<file path="src/rtl/mdu_unit.sv">
// mdu_unit
// ----------------------------------------------------------------------------
// RISC-V M-extension multiply/divide execution unit. Sits next to the integer
// ALU on the reservation-station issue path and reports results on the same
// ROB completion format (one-cycle finish pulse, ROB id, XLEN-bit result).
//
// The multiplier is a fully pipelined datapath of MUL_LAT stages feeding the
// shared output register. The divider is an iterative restoring divider that
// takes one quotient bit per cycle. Its three-state FSM (IDLE/BUSY/DONE)
// back-pressures div issue through div_ready.
//
// Parameters
//   XLEN      operand/result width (even, >= 8)
//   ROB_ID_W  ROB id width
//   MUL_LAT   multiplier latency in cycles (>= 1)
//
// Ports
//   clk_in       system clock
//   rst_n_in     asynchronous active-low reset
//   rdy_in       global ready; low freezes every register
//   mdu_input    issue strobe
//   op           funct3 (MUL, MULH, MULHSU, MULHU, DIV, DIVU, REM, REMU)
//   r1_val       rs1 operand
//   r2_val       rs2 operand
//   inst_rob_id  ROB id of the issued instruction
//   mul_ready    a multiply issue is accepted this cycle
//   div_ready    a divide issue is accepted this cycle
//   mdu_fi       registered result-valid pulse
//   cur_rob_id   ROB id of the result (0 when mdu_fi=0)
//   res          result value
//   rob_clear    flush (effective only when rdy_in=1)
// ----------------------------------------------------------------------------

`ifndef ROB_SIZE_BIT
`define ROB_SIZE_BIT 4
`endif

module mdu_unit #(
    parameter int XLEN     = 32,
    parameter int ROB_ID_W = `ROB_SIZE_BIT,
    parameter int MUL_LAT  = 2
) (
    input  logic                clk_in,
    input  logic                rst_n_in,
    input  logic                rdy_in,
    input  logic                mdu_input,
    input  logic [2:0]          op,
    input  logic [XLEN-1:0]     r1_val,
    input  logic [XLEN-1:0]     r2_val,
    input  logic [ROB_ID_W-1:0] inst_rob_id,
    output logic                mul_ready,
    output logic                div_ready,
    output logic                mdu_fi,
    output logic [ROB_ID_W-1:0] cur_rob_id,
    output logic [XLEN-1:0]     res,
    input  logic                rob_clear
);

    localparam int CNT_W = $clog2(XLEN + 1);

    typedef enum logic [1:0] {
        DIV_IDLE,
        DIV_BUSY,
        DIV_DONE
    } div_state_t;

    // ------------------------------------------------------------------------
    // State
    // ------------------------------------------------------------------------
    logic                mul_valid [MUL_LAT];
    logic [ROB_ID_W-1:0] mul_id    [MUL_LAT];
    logic [1:0]          mul_op    [MUL_LAT];
    logic [2*XLEN-1:0]   mul_prod  [MUL_LAT];

    div_state_t          div_state;
    logic [CNT_W-1:0]    div_cnt;
    logic [XLEN-1:0]     div_quo;
    logic [XLEN-1:0]     div_rem;
    logic [XLEN-1:0]     div_dsr;
    logic                div_neg_q;
    logic                div_neg_r;
    logic                div_is_rem;
    logic [ROB_ID_W-1:0] div_id;
    logic [XLEN-1:0]     div_result;

    // ------------------------------------------------------------------------
    // Issue acceptance and arbitration
    // ------------------------------------------------------------------------
    logic issue_ok;
    logic mul_issue;
    logic div_issue;
    logic mul_last_valid;
    logic div_emit;

    // Holding mul_ready low while a div result waits lets the multiplier
    // pipeline drain, so the divider is guaranteed an output slot.
    assign mul_ready      = (div_state != DIV_DONE);
    assign div_ready      = (div_state == DIV_IDLE);
    assign issue_ok       = rdy_in && !rob_clear && mdu_input;
    assign mul_issue      = issue_ok && !op[2] && mul_ready;
    assign div_issue      = issue_ok &&  op[2] && div_ready;
    assign mul_last_valid = mul_valid[MUL_LAT-1];
    assign div_emit       = (div_state == DIV_DONE) && !mul_last_valid;

    // ------------------------------------------------------------------------
    // Multiplier operand extension. Both operands are widened to 2*XLEN with
    // sign or zero fill; the low 2*XLEN bits of that product are the exact
    // signed/unsigned product for every mul variant.
    // ------------------------------------------------------------------------
    logic              mul_a_sign;
    logic              mul_b_sign;
    logic [2*XLEN-1:0] mul_a;
    logic [2*XLEN-1:0] mul_b;
    logic [2*XLEN-1:0] mul_full;

    always_comb begin
        mul_a_sign = (op[1:0] != 2'b11) && r1_val[XLEN-1];
        mul_b_sign = !op[1] && r2_val[XLEN-1];
        mul_a      = {{XLEN{mul_a_sign}}, r1_val};
        mul_b      = {{XLEN{mul_b_sign}}, r2_val};
        mul_full   = mul_a * mul_b;
    end

    // ------------------------------------------------------------------------
    // Multiplier pipeline: each stage carries valid, ROB id, op and product.
    // The high/low half is selected when the last stage is written out.
    // ------------------------------------------------------------------------
    always_ff @(posedge clk_in or negedge rst_n_in) begin
        if (!rst_n_in) begin
            for (int i = 0; i < MUL_LAT; i++) begin
                mul_valid[i] <= 1'b0;
                mul_id[i]    <= '0;
                mul_op[i]    <= '0;
                mul_prod[i]  <= '0;
            end
        end else if (rdy_in) begin
            if (rob_clear) begin
                for (int i = 0; i < MUL_LAT; i++) begin
                    mul_valid[i] <= 1'b0;
                end
            end else begin
                mul_valid[0] <= mul_issue;
                mul_id[0]    <= inst_rob_id;
                mul_op[0]    <= op[1:0];
                mul_prod[0]  <= mul_full;
                for (int i = 1; i < MUL_LAT; i++) begin
                    mul_valid[i] <= mul_valid[i-1];
                    mul_id[i]    <= mul_id[i-1];
                    mul_op[i]    <= mul_op[i-1];
                    mul_prod[i]  <= mul_prod[i-1];
                end
            end
        end
    end

    // ------------------------------------------------------------------------
    // Divider issue-side decode: absolute values, sign flags and the two
    // special cases that skip the iterative loop.
    // ------------------------------------------------------------------------
    logic            dvd_neg;
    logic            dsr_neg;
    logic [XLEN-1:0] dvd_abs;
    logic [XLEN-1:0] dsr_abs;
    logic            div_by_zero;
    logic            div_ovf;
    logic [XLEN-1:0] special_res;

    always_comb begin
        dvd_neg     = !op[0] && r1_val[XLEN-1];
        dsr_neg     = !op[0] && r2_val[XLEN-1];
        dvd_abs     = dvd_neg ? -r1_val : r1_val;
        dsr_abs     = dsr_neg ? -r2_val : r2_val;
        div_by_zero = (r2_val == '0);
        div_ovf     = !op[0] && (r1_val == {1'b1, {(XLEN-1){1'b0}}})
                      && (r2_val == '1);
        if (div_by_zero) begin
            special_res = op[1] ? r1_val : '1;
        end else begin
            special_res = op[1] ? '0 : r1_val;
        end
    end

    // ------------------------------------------------------------------------
    // One restoring-division step. The dividend is shifted out of div_quo
    // while quotient bits are shifted in. The partial remainder always stays
    // below the divisor, so the XLEN-bit difference is exact when taken.
    // ------------------------------------------------------------------------
    logic [XLEN:0]   rem_sh;
    logic            step_ge;
    logic [XLEN-1:0] rem_diff;
    logic [XLEN-1:0] rem_next;
    logic [XLEN-1:0] quo_next;
    logic [XLEN-1:0] quo_fix;
    logic [XLEN-1:0] rem_fix;

    always_comb begin
        rem_sh   = {div_rem, div_quo[XLEN-1]};
        step_ge  = (rem_sh >= {1'b0, div_dsr});
        rem_diff = rem_sh[XLEN-1:0] - div_dsr;
        rem_next = step_ge ? rem_diff : rem_sh[XLEN-1:0];
        quo_next = {div_quo[XLEN-2:0], step_ge};
        quo_fix  = div_neg_q ? -quo_next : quo_next;
        rem_fix  = div_neg_r ? -rem_next : rem_next;
    end

    // ------------------------------------------------------------------------
    // Divider FSM. The counter is loaded with XLEN, and the final step is
    // taken in the same cycle as the sign fixup, so BUSY lasts exactly XLEN
    // cycles.
    // ------------------------------------------------------------------------
    always_ff @(posedge clk_in or negedge rst_n_in) begin
        if (!rst_n_in) begin
            div_state  <= DIV_IDLE;
            div_cnt    <= '0;
            div_quo    <= '0;
            div_rem    <= '0;
            div_dsr    <= '0;
            div_neg_q  <= 1'b0;
            div_neg_r  <= 1'b0;
            div_is_rem <= 1'b0;
            div_id     <= '0;
            div_result <= '0;
        end else if (rdy_in) begin
            if (rob_clear) begin
                div_state <= DIV_IDLE;
                div_cnt   <= '0;
            end else begin
                case (div_state)
                    DIV_IDLE: begin
                        if (div_issue) begin
                            div_id <= inst_rob_id;
                            if (div_by_zero || div_ovf) begin
                                div_result <= special_res;
                                div_state  <= DIV_DONE;
                            end else begin
                                div_quo    <= dvd_abs;
                                div_rem    <= '0;
                                div_dsr    <= dsr_abs;
                                div_neg_q  <= dvd_neg ^ dsr_neg;
                                div_neg_r  <= dvd_neg;
                                div_is_rem <= op[1];
                                div_cnt    <= CNT_W'(XLEN);
                                div_state  <= DIV_BUSY;
                            end
                        end
                    end
                    DIV_BUSY: begin
                        div_quo <= quo_next;
                        div_rem <= rem_next;
                        div_cnt <= div_cnt - 1'b1;
                        if (div_cnt == CNT_W'(1)) begin
                            div_result <= div_is_rem ? rem_fix : quo_fix;
                            div_state  <= DIV_DONE;
                        end
                    end
                    DIV_DONE: begin
                        if (div_emit) begin
                            div_state <= DIV_IDLE;
                        end
                    end
                    default: begin
                        div_state <= DIV_IDLE;
                    end
                endcase
            end
        end
    end

    // ------------------------------------------------------------------------
    // Completion register. The multiplier's last stage always wins; a waiting
    // div result goes out only in a cycle with no multiplier result.
    // ------------------------------------------------------------------------
    always_ff @(posedge clk_in or negedge rst_n_in) begin
        if (!rst_n_in) begin
            mdu_fi     <= 1'b0;
            cur_rob_id <= '0;
            res        <= '0;
        end else if (rdy_in) begin
            if (rob_clear) begin
                mdu_fi     <= 1'b0;
                cur_rob_id <= '0;
                res        <= '0;
            end else if (mul_last_valid) begin
                mdu_fi     <= 1'b1;
                cur_rob_id <= mul_id[MUL_LAT-1];
                res        <= (mul_op[MUL_LAT-1] == 2'b00)
                              ? mul_prod[MUL_LAT-1][XLEN-1:0]
                              : mul_prod[MUL_LAT-1][2*XLEN-1:XLEN];
            end else if (div_state == DIV_DONE) begin
                mdu_fi     <= 1'b1;
                cur_rob_id <= div_id;
                res        <= div_result;
            end else begin
                mdu_fi     <= 1'b0;
                cur_rob_id <= '0;
                res        <= '0;
            end
        end
    end

endmodule

</file>
<file path="config.mk">
export PLATFORM = sky130hd
export DESIGN_NAME = mdu_unit
export DESIGN_NICKNAME = d
export VERILOG_FILES = /design/src/rtl/mdu_unit.sv
export SDC_FILE = /design/constraint.sdc
export NUM_CORES = 2
export LEC_CHECK = 0
export ABC_CLOCK_PERIOD_IN_PS = 6200
export BUFFER_PORTS_ARGS = -buffer_cell sky130_fd_sc_hd__buf_4
export CAP_MARGIN = 5
export CORE_ASPECT_RATIO = 1.1
export CORE_MARGIN = 4
export CORE_UTILIZATION = 55
export DETAILED_ROUTE_END_ITERATION = 8
export GPL_ROUTABILITY_DRIVEN = 1
export PLACE_DENSITY_LB_ADDON = 0.08
export SKIP_CTS_REPAIR_TIMING = 1
export SYNTH_ARGS = -nofsm -noshare
export SYNTH_HDL_FRONTEND = slang
export SYNTH_SLANG_ARGS = --single-unit
</file>
<file path="constraint.sdc">
create_clock -name clk_in -period 6.2 [get_ports clk_in]
set_input_delay 1.24 -clock clk_in [delete_from_list [all_inputs] [get_ports clk_in]]
set_output_delay 1.24 -clock clk_in [all_outputs]
set_load 0.05 [all_outputs]
</file>
==> results.ini <==
[synth]
syn_nets = 8070
ys_seq_area_frac = 0.139
synth_edf_count = 0
yosys_warnings = 0
syn-cell-area_um2 = 58000
synth_cell_types = 110
async_reset_ff_frac = 1.00
syn_area_per_cell_um2 = 8.76
synth_ff_type = dfrtp_1
syn_inst = 6617
synth-seq-cells = 322

[worst_setup_path]
crit_path_end_kind = register
critPathKind = in2reg
cpMaxStageDelayCell = fa_1
required_ns = 6.66
path_max_fanout = 8
critPathTopFamily = adder cells
cp_data_arrival_time_ns = 8.84
startpoint_type = input pin
timing.critical_path.buf_inv = 4
crit_top_cell = fa_1
slowest_delay_ns = 0.60

[clock_network]
cts-root-buf = clkbuf_16
cts_tree = built
cts_buffers = 35
clk-insertion-delay-late_ns = 0.58
clk_path_buf_depth = 3
cts_htree_levels = 2
numClockSinks = 322
path_clk_slew_ns = 0.07

[placed_design]
dp_hpwl_um = 151000
pre_cts_slack_ns = -3.13
port_buffers = 114
dp_cells = 8261
gp_congestion = 0.969

[route]
drtPass1Iterations = 8
drcViolationCount = 0
wl_um = 185000
drtIter0Drc = 3235
wl_per_cell_um = 22.1
ant_nets = 0
vias = 47100
drt-vias-per-instance = 5.61

[timing]
fin_crit_sh = 1.35
max_freq_mhz = 119
setup_violations = 52
max_slew.worst_pin.slew_ns = 1.01
setup_tns_ns = -78.64
relSlewSlack = 0.328
drv_slew = 0
finalCriticalPeriod_ns = 8.39
rsz0062_at_grt = true
hold_violations = 0
finClkSkew_ns = 0.0282
worst_slack_ns = -2.19

[floorplan]
die_w_um = 318
initial_core_util = 0.556
io_pins = 115
core_region_area_um2 = 104000
fp.dieH_um = 349
die-area_um2 = 111000
rows = 124

[final_layout]
final_common_cell = nand2_1
fin_nets = 8432
area_delta_synth_final_pct = 17.1
final_cell_mix = nand2_1 (1179), inv_1 (1146), fa_1 (1081), buf_4 (596), and2_1 (378)
final_cells = 8399
drive_gt1_frac = 0.178

[global_routing]
grt_pass1_vias = 49400
grt_first_pass_wirelength_um = 285000
antenna_found_initial = 7
grt_use_total = 0.331
grt_start_max_net_pins = 114
grt_overflow = 0

[run]
drv_cap = 0

[outcome]
status = finished with violations
violations = negative setup slack

[hold_path]
hp-class = reg2reg

==> logic make-up (layout without fill, tap and decap cells) <==
group                      Yosys count  after routing  share of synthesized area
and+or+nand+nor                   2149           2149                      0.174
xor gates and xnor gates           193            193                     0.0292
AOI/OAI and AO/OA                  860            860                     0.0932
DFF                                322            322                      0.139
buffers and inverters             1647           2035                      0.108
muxes                               59             59                     0.0112
adders and majority gates         1387           1387                      0.445
other                                0              8                          0
==> path summary, 6_finish.rpt <==
kind,cells after the start,to,from,slack (ns)
worst max-delay path,25,mul_prod[124],r1_val[26],-2.19
worst min-delay path,2,mul_prod[45],mul_prod[109],0.46
worst max register to register,18,div_result[12],div_dsr[17],0.80
worst min register to register,2,mul_prod[45],mul_prod[109],0.46
max in group asynchronous,2,div_rem[14],rst_n_in,4.38
min in group asynchronous,1,mul_prod[10],rst_n_in,0.69
==> state kept, by name, summed over array words and instances, names as in the netlist <==
name            count
mul_id              8
div_state           2
mdu_fi              1
div_result         32
div_cnt             6
div_neg_q           1
mul_prod          128
cur_rob_id          4
mul_last_valid      1
div_dsr            32
mul_op              4
res                32
div_is_rem          1
mul_valid           1
div_quo            32
div_rem            32
div_id              4
div_neg_r           1
==> cell type report <==
cell class | instances | area (um^2)
Sequential cell | 322 | 8060
Inverter | 1216 | 4590
Antenna cell | 8 | 20.0
Fill cell | 8935 | 36400
Multi-Input combinational cell | 4648 | 45400
Clock buffer | 42 | 933
Timing Repair Buffer | 756 | 6910
Clock inverter | 21 | 235
Tap cell | 1386 | 1730
==> worst register-to-register path, delay by kind of cell, from the launching register on <==
| kind | cells | cell delay (ns) |
|---|---|---|
| muxes | 1 | 0.24 |
| DFF | 1 | 0.32 |
| adders and majority gates | 2 | 0.79 |
| AOI/OAI and AO/OA | 8 | 2.54 |
| buffers and inverters | 2 | 0.16 |
| and+or+nand+nor | 5 | 1.27 |
==> metal layers <==
| layer | track usage | routed length [um] |
|---|---|---|
| met2 | 0.566 | 90600 |
| met4 | 0.145 | 10900 |
| met1 | 0.417 | 71300 |
| met5 | 0 | 26 |
| met3 | 0.0563 | 12500 |
==> through the flow <==
step	util	hold slack, ns	cell area [um^2]
finish	0.651	0.462	67900
floorplan	-	0.431	59600
detailed placement	0.614	0.448	64000
global route	0.651	0.482	67900
CTS	0.625	0.464	65100
global placement	0.614	0.446	64000
==> synth_stat cells (8+ instances only) <==
cell type  number  area, um^2
o41ai_1        15         131
a21o_1         61         458
buf_1          68         255
ha_1          251        3140
buf_2           8        40.0
a211oi_1       15         113
nand3_1        38         190
a21oi_1       234        1170
o31ai_1        46         345
clkbuf_1      338        1270
nor4_1         33         206
nand2b_1       25         156
mux2i_1        14         140
or3_1          24         150
o21ai_0       247        1240
o21bai_1       20         150
buf_6           8        90.1
a22o_1         13         114
o211ai_1        8        60.1
nor3b_1        44         330
nor2_1        185         694
or4_1          13        97.6
o22ai_1        45         282
inv_1        1214        4560
nand2_1      1200        4500
maj3_1         10         100
a211o_1         8        70.1
nor3_1         59         295
or2_2           8        50.1
a31oi_1        26         163
nor2b_1        23         144
and2_1        403        2520
a311oi_1        9        78.8
fa_1         1126       22500
xnor2_1       100         876
nand4_1        34         213
xor2_1         93         815
and3_1         11        68.8
mux2_2         44         495
dfrtp_1       322        8060
nand3b_1       10        75.1
o21a_1         12        90.1
Power is not shown: default switching activity piles up to over one toggle a cycle in this logic, so the estimate is an artifact.
